<file path="config.mk">
export PLATFORM = sky130hd
export DESIGN_NAME = axis_axil_writer
export DESIGN_NICKNAME = d
export VERILOG_FILES = /design/src/rtl/axis_axil_writer.sv
export SDC_FILE = /design/constraint.sdc
export NUM_CORES = 1
export LEC_CHECK = 0
export BUFFER_PORTS_ARGS = -buffer_cell sky130_fd_sc_hd__buf_2
export CORE_AREA = 2 2 100 102
export DETAILED_ROUTE_END_ITERATION = 10
export DIE_AREA = 0 0 102 104
export SYNTH_ARGS = -nofsm -noshare
export SYNTH_HDL_FRONTEND = slang
export SYNTH_SLANG_ARGS = --single-unit
</file>
<file path="constraint.sdc">
create_clock -name clk -period 2 [get_ports clk]
set_clock_uncertainty 0.2 [all_clocks]
set_input_delay 0.2 -clock clk [delete_from_list [all_inputs] [get_ports clk]]
set_output_delay 0.2 -clock clk [all_outputs]
set_load 0.01 [all_outputs]
</file>
<file path="src/rtl/axis_axil_writer.sv">
// Stream-to-AXI-lite writer: each AXI-stream word becomes one AXI-lite single write at a
// running byte address. Each frame starts at start_addr, and only one write is outstanding.
module axis_axil_writer #(
  parameter int DATA_WIDTH    = 32,
  parameter int ADDR_WIDTH    = 16,
  parameter int STRB_WIDTH    = DATA_WIDTH / 8,
  parameter int ERR_CNT_WIDTH = 8
) (
  input  logic                     clk,
  input  logic                     rst,
  input  logic [DATA_WIDTH-1:0]    s_axis_tdata,
  input  logic                     s_axis_tvalid,
  output logic                     s_axis_tready,
  input  logic                     s_axis_tlast,
  input  logic [ADDR_WIDTH-1:0]    start_addr,
  output logic [ADDR_WIDTH-1:0]    m_axil_awaddr,
  output logic [2:0]               m_axil_awprot,
  output logic                     m_axil_awvalid,
  input  logic                     m_axil_awready,
  output logic [DATA_WIDTH-1:0]    m_axil_wdata,
  output logic [STRB_WIDTH-1:0]    m_axil_wstrb,
  output logic                     m_axil_wvalid,
  input  logic                     m_axil_wready,
  input  logic [1:0]               m_axil_bresp,
  input  logic                     m_axil_bvalid,
  output logic                     m_axil_bready,
  output logic                     frame_done,
  output logic [ERR_CNT_WIDTH-1:0] err_count
);

  // state | meaning
  // IDLE  | stream ready, waiting for the next word
  // WRITE | AW and W offered, each drops after its own handshake
  // RESP  | both handshakes done, waiting for the B response
  typedef enum logic [1:0] {IDLE = 2'd0, WRITE = 2'd1, RESP = 2'd2} state_t;

  state_t                   state_q, state_d;
  logic                     tready_q, tready_d;
  logic                     awvalid_q, awvalid_d;
  logic                     wvalid_q, wvalid_d;
  logic                     bready_q, bready_d;
  logic                     frame_done_q, frame_done_d;
  logic [ERR_CNT_WIDTH-1:0] err_q, err_d;
  logic [ADDR_WIDTH-1:0]    addr_q, addr_d;
  logic [ADDR_WIDTH-1:0]    run_addr_q, run_addr_d;
  logic [DATA_WIDTH-1:0]    data_q, data_d;
  logic                     last_q, last_d;
  logic                     first_q, first_d;

  always_comb begin
    state_d      = state_q;
    tready_d     = tready_q;
    awvalid_d    = awvalid_q;
    wvalid_d     = wvalid_q;
    bready_d     = bready_q;
    frame_done_d = 1'b0;
    err_d        = err_q;
    addr_d       = addr_q;
    run_addr_d   = run_addr_q;
    data_d       = data_q;
    last_d       = last_q;
    first_d      = first_q;
    case (state_q)
      IDLE: begin
        tready_d = 1'b1;
        if (s_axis_tvalid && tready_q) begin
          data_d    = s_axis_tdata;
          last_d    = s_axis_tlast;
          addr_d    = first_q ? start_addr : run_addr_q;
          first_d   = 1'b0;
          tready_d  = 1'b0;
          awvalid_d = 1'b1;
          wvalid_d  = 1'b1;
          state_d   = WRITE;
        end
      end
      WRITE: begin
        if (awvalid_q && m_axil_awready) awvalid_d = 1'b0;
        if (wvalid_q && m_axil_wready) wvalid_d = 1'b0;
        // A channel counts as done if it completed earlier or completes on this edge.
        if ((!awvalid_q || m_axil_awready) && (!wvalid_q || m_axil_wready)) begin
          bready_d = 1'b1;
          state_d  = RESP;
        end
      end
      RESP: begin
        if (m_axil_bvalid && bready_q) begin
          bready_d     = 1'b0;
          tready_d     = 1'b1;
          state_d      = IDLE;
          run_addr_d   = addr_q + ADDR_WIDTH'(STRB_WIDTH);
          frame_done_d = last_q;
          first_d      = last_q;
          if (m_axil_bresp != 2'b00 && err_q != {ERR_CNT_WIDTH{1'b1}})
            err_d = err_q + ERR_CNT_WIDTH'(1);
        end
      end
      default: state_d = IDLE;
    endcase
  end

  always_ff @(posedge clk) begin
    if (rst) begin
      state_q      <= IDLE;
      tready_q     <= 1'b0;
      awvalid_q    <= 1'b0;
      wvalid_q     <= 1'b0;
      bready_q     <= 1'b0;
      frame_done_q <= 1'b0;
      err_q        <= '0;
      addr_q       <= '0;
      run_addr_q   <= '0;
      data_q       <= '0;
      last_q       <= 1'b0;
      first_q      <= 1'b1;
    end else begin
      state_q      <= state_d;
      tready_q     <= tready_d;
      awvalid_q    <= awvalid_d;
      wvalid_q     <= wvalid_d;
      bready_q     <= bready_d;
      frame_done_q <= frame_done_d;
      err_q        <= err_d;
      addr_q       <= addr_d;
      run_addr_q   <= run_addr_d;
      data_q       <= data_d;
      last_q       <= last_d;
      first_q      <= first_d;
    end
  end

  assign s_axis_tready  = tready_q;
  assign m_axil_awaddr  = addr_q;
  assign m_axil_awprot  = 3'b000;
  assign m_axil_awvalid = awvalid_q;
  assign m_axil_wdata   = data_q;
  assign m_axil_wstrb   = {STRB_WIDTH{1'b1}};
  assign m_axil_wvalid  = wvalid_q;
  assign m_axil_bready  = bready_q;
  assign frame_done     = frame_done_q;
  assign err_count      = err_q;

endmodule
</file>
==> flow_summary_export.csv <==
group,metric,value,unit
outcome,status,"finished clean",
timing,setup_slack,0.132,ns
global_route,grt_pass1_wl,14000,µm
floorplanning,ioPinCount,125,
min_path,hold_depth,3,
drt,wl_per_cell,12.7,µm
timing,period_minus_slack,1.87,ns
synth,synthDistinctLibCells,40,
timing,fin_setup_tns,0,ns
placement,dpl.hpwl,5630,µm
worst_setup_path,cp-start-kind,"input pin",
cts,clock_latency,0.36,ns
timing,rsz0062_at_grt,"no",
worst_setup_path,cp_data_arrival_time,1.96,ns
drt,vias_per_cell,4.66,
cts,ctsLongestPathBuffers,2,
cts,htreeDepth,3,
cts,clk_pin_slew_worst_paths,0.08,ns
synth,synth_area_per_cell,8.55,µm²
min_path,hold_start,"start_addr[8]",
synth,synth_top_area_share,48.3,%
synth,synthCells,393,
timing,finalHoldViolations,0,
layout,area_growth,42.2,%
timing,min_period_over_period,93.4,%
worst_setup_path,max_stage_delay,0.53,ns
global_route,antenna_found_initial,0,
worst_setup_path,reg2reg_to,"err_count[3]",
layout,fill_cells,901,
worst_setup_path,path_max_fanout,6,
synth,yosys.area.top_type,"dfxtp_1",
drt,drtPass1Iterations,4,
cts,cts_setup_buffers,0,
synth,yosysWarnings,0,
worst_setup_path,reg2reg_depth,5,
worst_setup_path,setup.worst_path.end_class,"flip-flop",
floorplanning,dieHeight,104,µm
synth,synth_area,0.00336,mm²
floorplanning,placementRows,36,
global_route,grt_max_degree,68,
timing,timing.fmax,535,MHz
drt,drc,0,
placement,portBuffers,117,
global_route,grt_overflow,0,
global_route,grt_use_met1,20.7,%
placement,dp_slack,0.0969,ns
min_path,hold_path.class,"input pin to flip-flop",
floorplanning,core_area,0.00955,mm²
floorplanning,initial_core_util,35.2,%
worst_setup_path,worstPathCellList,"dlygate4sd3_1, buf_2, and4b_2, o221ai_4, buf_4, or3_1, a21oi_1",
layout,drive_gt1_share,26.6,%
global_route,grt.met2_usage,27.0,%
drt,vias,3216,
global_route,first_global_vias,3004,
layout,diodes,0,
cts,cts-root-buf,"clkbuf_8",
layout,layout_commonest_cell,"buf_2",
cts,cts_buffers,9,
layout,layout_common_cells,"buf_2 (117), dfxtp_1 (81), nand2_1 (78), dlygate4sd3_1 (49), a21oi_1 (41)",
drt,drt-initial-drc-count,140,
global_route,top_usage_layer,"met2",
min_path,holdPathEnd,"m_axil_awaddr[8]",
power,peakVddDrop,0.416,mV
global_route,grtUsageTotal,16.7,%
synth,ys_ff_latch,81,
power,power.density,760,mW/mm²
worst_setup_path,required,2.09,ns
floorplanning,die_w,102,µm
worst_setup_path,r2r_slack,0.18,ns
drt,drt_wl_total,8760,µm
synth,seq_area_frac_synth,48.3,%
worst_setup_path,r2r_start,"state_q[1]",
job,maxCapViolCount,0,
cts,cts.sinks,81,
worst_setup_path,critical_path.top_delay_family,"buffers and inverters",
worst_setup_path,worst_path_max_delay_cell,"dlygate4sd3_1",
cts,cts_tree,"done",
timing,relSlewSlack,62.9,%
layout,final_util,50.0,%
power,p_leak,0.00204,µW
timing,tightest_slew,0.556,ns
synth,synth_area_leaders,"dfxtp_1 (48%), nand2_1 (8.7%), a211oi_1 (6.3%), a21oi_1 (6.1%), mux2i_1 (5.1%)",
worst_setup_path,crit_type,"input pin to flip-flop",
floorplanning,fp.dieArea,0.0106,mm²
global_route,met3_usage,5.58,%
timing,setup_viol,0,
timing,final_max_slew_viol_count,0,
layout,layout.nets,611,
worst_setup_path,critical_path_buf_inv_count,3,
placement,gp_congestion,0.783,
drt,ant_nets,0,
==> final cells by class <==
class | count | area, µm² | area share [%]
inverters | 8 | 30.0 | 0.628
multi-input cells | 276 | 1570 | 32.8
repair buffers | 176 | 1180 | 24.6
flip-flops and latches | 81 | 1620 | 33.9
clock buffers | 10 | 128 | 2.67
well taps | 133 | 166 | 3.48
clock inverters | 6 | 91.3 | 1.91
==> worst max-delay path by stage <==
| stage | start | endpoint | slack, ns | cells past startpoint |
|---|---|---|---|---|
| after floorplan | err_count[0] | err_count[5] | 0.20 | 5 |
| after global placement | state_q[1] | err_count[7] | 0.15 | 4 |
| after CTS | m_axil_bvalid | err_count[7] | 0.02 | 6 |
| final | m_axil_bvalid | err_count[3] | 0.13 | 7 |
| after detailed placement | state_q[1] | err_count[5] | 0.1 | 4 |
| after global routing | m_axil_bvalid | err_count[5] | 0.05 | 6 |
==> worst reg2reg max path, stage by stage (launching register included) <==
cell	delay [ns]
dfxtp_1	0.41
and4b_2	0.35
o221ai_4	0.13
buf_4	0.17
or3_1	0.35
a21oi_1	0.14
==> registers in the layout, indices dropped and copies added, names as in the netlist <==
name	count
run_addr_q	16
m_axil_wdata	32
first_q	1
m_axil_bready	1
m_axil_wvalid	1
state_q	2
m_axil_awvalid	1
last_q	1
err_count	8
frame_done	1
s_axis_tready	1
m_axil_awaddr	16
==> metal layers <==
| layer | vias to the layer above | share of wire (%) | wire [µm] |
|---|---|---|---|
| li1 | 1653 | - | - |
| met1 | 1457 | 47 | 4080 |
| met2 | 94 | 45 | 3960 |
| met3 | 12 | 6.7 | 590 |
| met4 | 0 | 1.5 | 127 |
| met5 | - | 0 | 0 |
==> what timing repair did <==
item                                    4_1_cts  5_1_grt
resized for setup                             0        1
hold endpoints to repair                     48        1
endpoints found under the setup margin        0        3
hold buffers                                 48        1
==> report_power, final <==
| group | switching, µW | leakage, µW | internal, µW |
|---|---|---|---|
| clock | 622 | 0.000111 | 710 |
| combinational | 275 | 0.00127 | 264 |
| sequential | 68.7 | 0.000659 | 1690 |
| total | 965 | 0.00204 | 2670 |
==> metrics by stage <==
| step | cell area (µm²) | hold slack (ns) | total power, µW | cells |
|---|---|---|---|---|
| 6_report | 4780 | 0.0139 | 3630 | 690 |
| 5_1_grt | 4780 | 0.0249 | 3820 | 690 |
| 3_5_place_dp | 4070 | 0.222 | 2260 | 625 |
| 3_3_place_gp | 4070 | 0.212 | 2250 | 625 |
| 4_1_cts | 4770 | 0.00768 | 3660 | 689 |
| 2_1_floorplan | 3380 | 0.112 | 2070 | 398 |
==> synth_stat cells, drive strengths merged <==
cell    number
xor2         2
nand3b       1
dfxtp       81
nor2b        2
and2b        1
o41ai        1
a221oi       2
mux2         2
conb         2
o21ai        5
nand2b       1
ha           2
nor4b        1
nor3         6
nand4b       1
o22ai        1
and3         1
or3          4
a211oi      28
nand3        8
and4b        2
or4          1
nand4        4
xnor2       10
clkbuf      16
nand2       78
o221ai       1
nor4         3
nor3b        1
a311o        1
nor2        39
mux2i       17
a21oi       41
buf         17
inv          8
a311oi       2
==> kinds of logic after synthesis <==
| logic type | count (synthesis) | share of synthesized area [%] |
|---|---|---|
| buffers and inverters | 41 | 5.81 |
| adder cells (fa/ha/maj) | 2 | 0.744 |
| other | 2 | 0.223 |
| multiplexers | 19 | 5.73 |
| AO/OA/AOI/OAI | 82 | 15.8 |
| AND/OR/NAND/NOR | 154 | 20.3 |
| flip-flops | 81 | 48.3 |
| XOR/XNOR | 12 | 3.13 |
(Power assumes the default switching activity.)
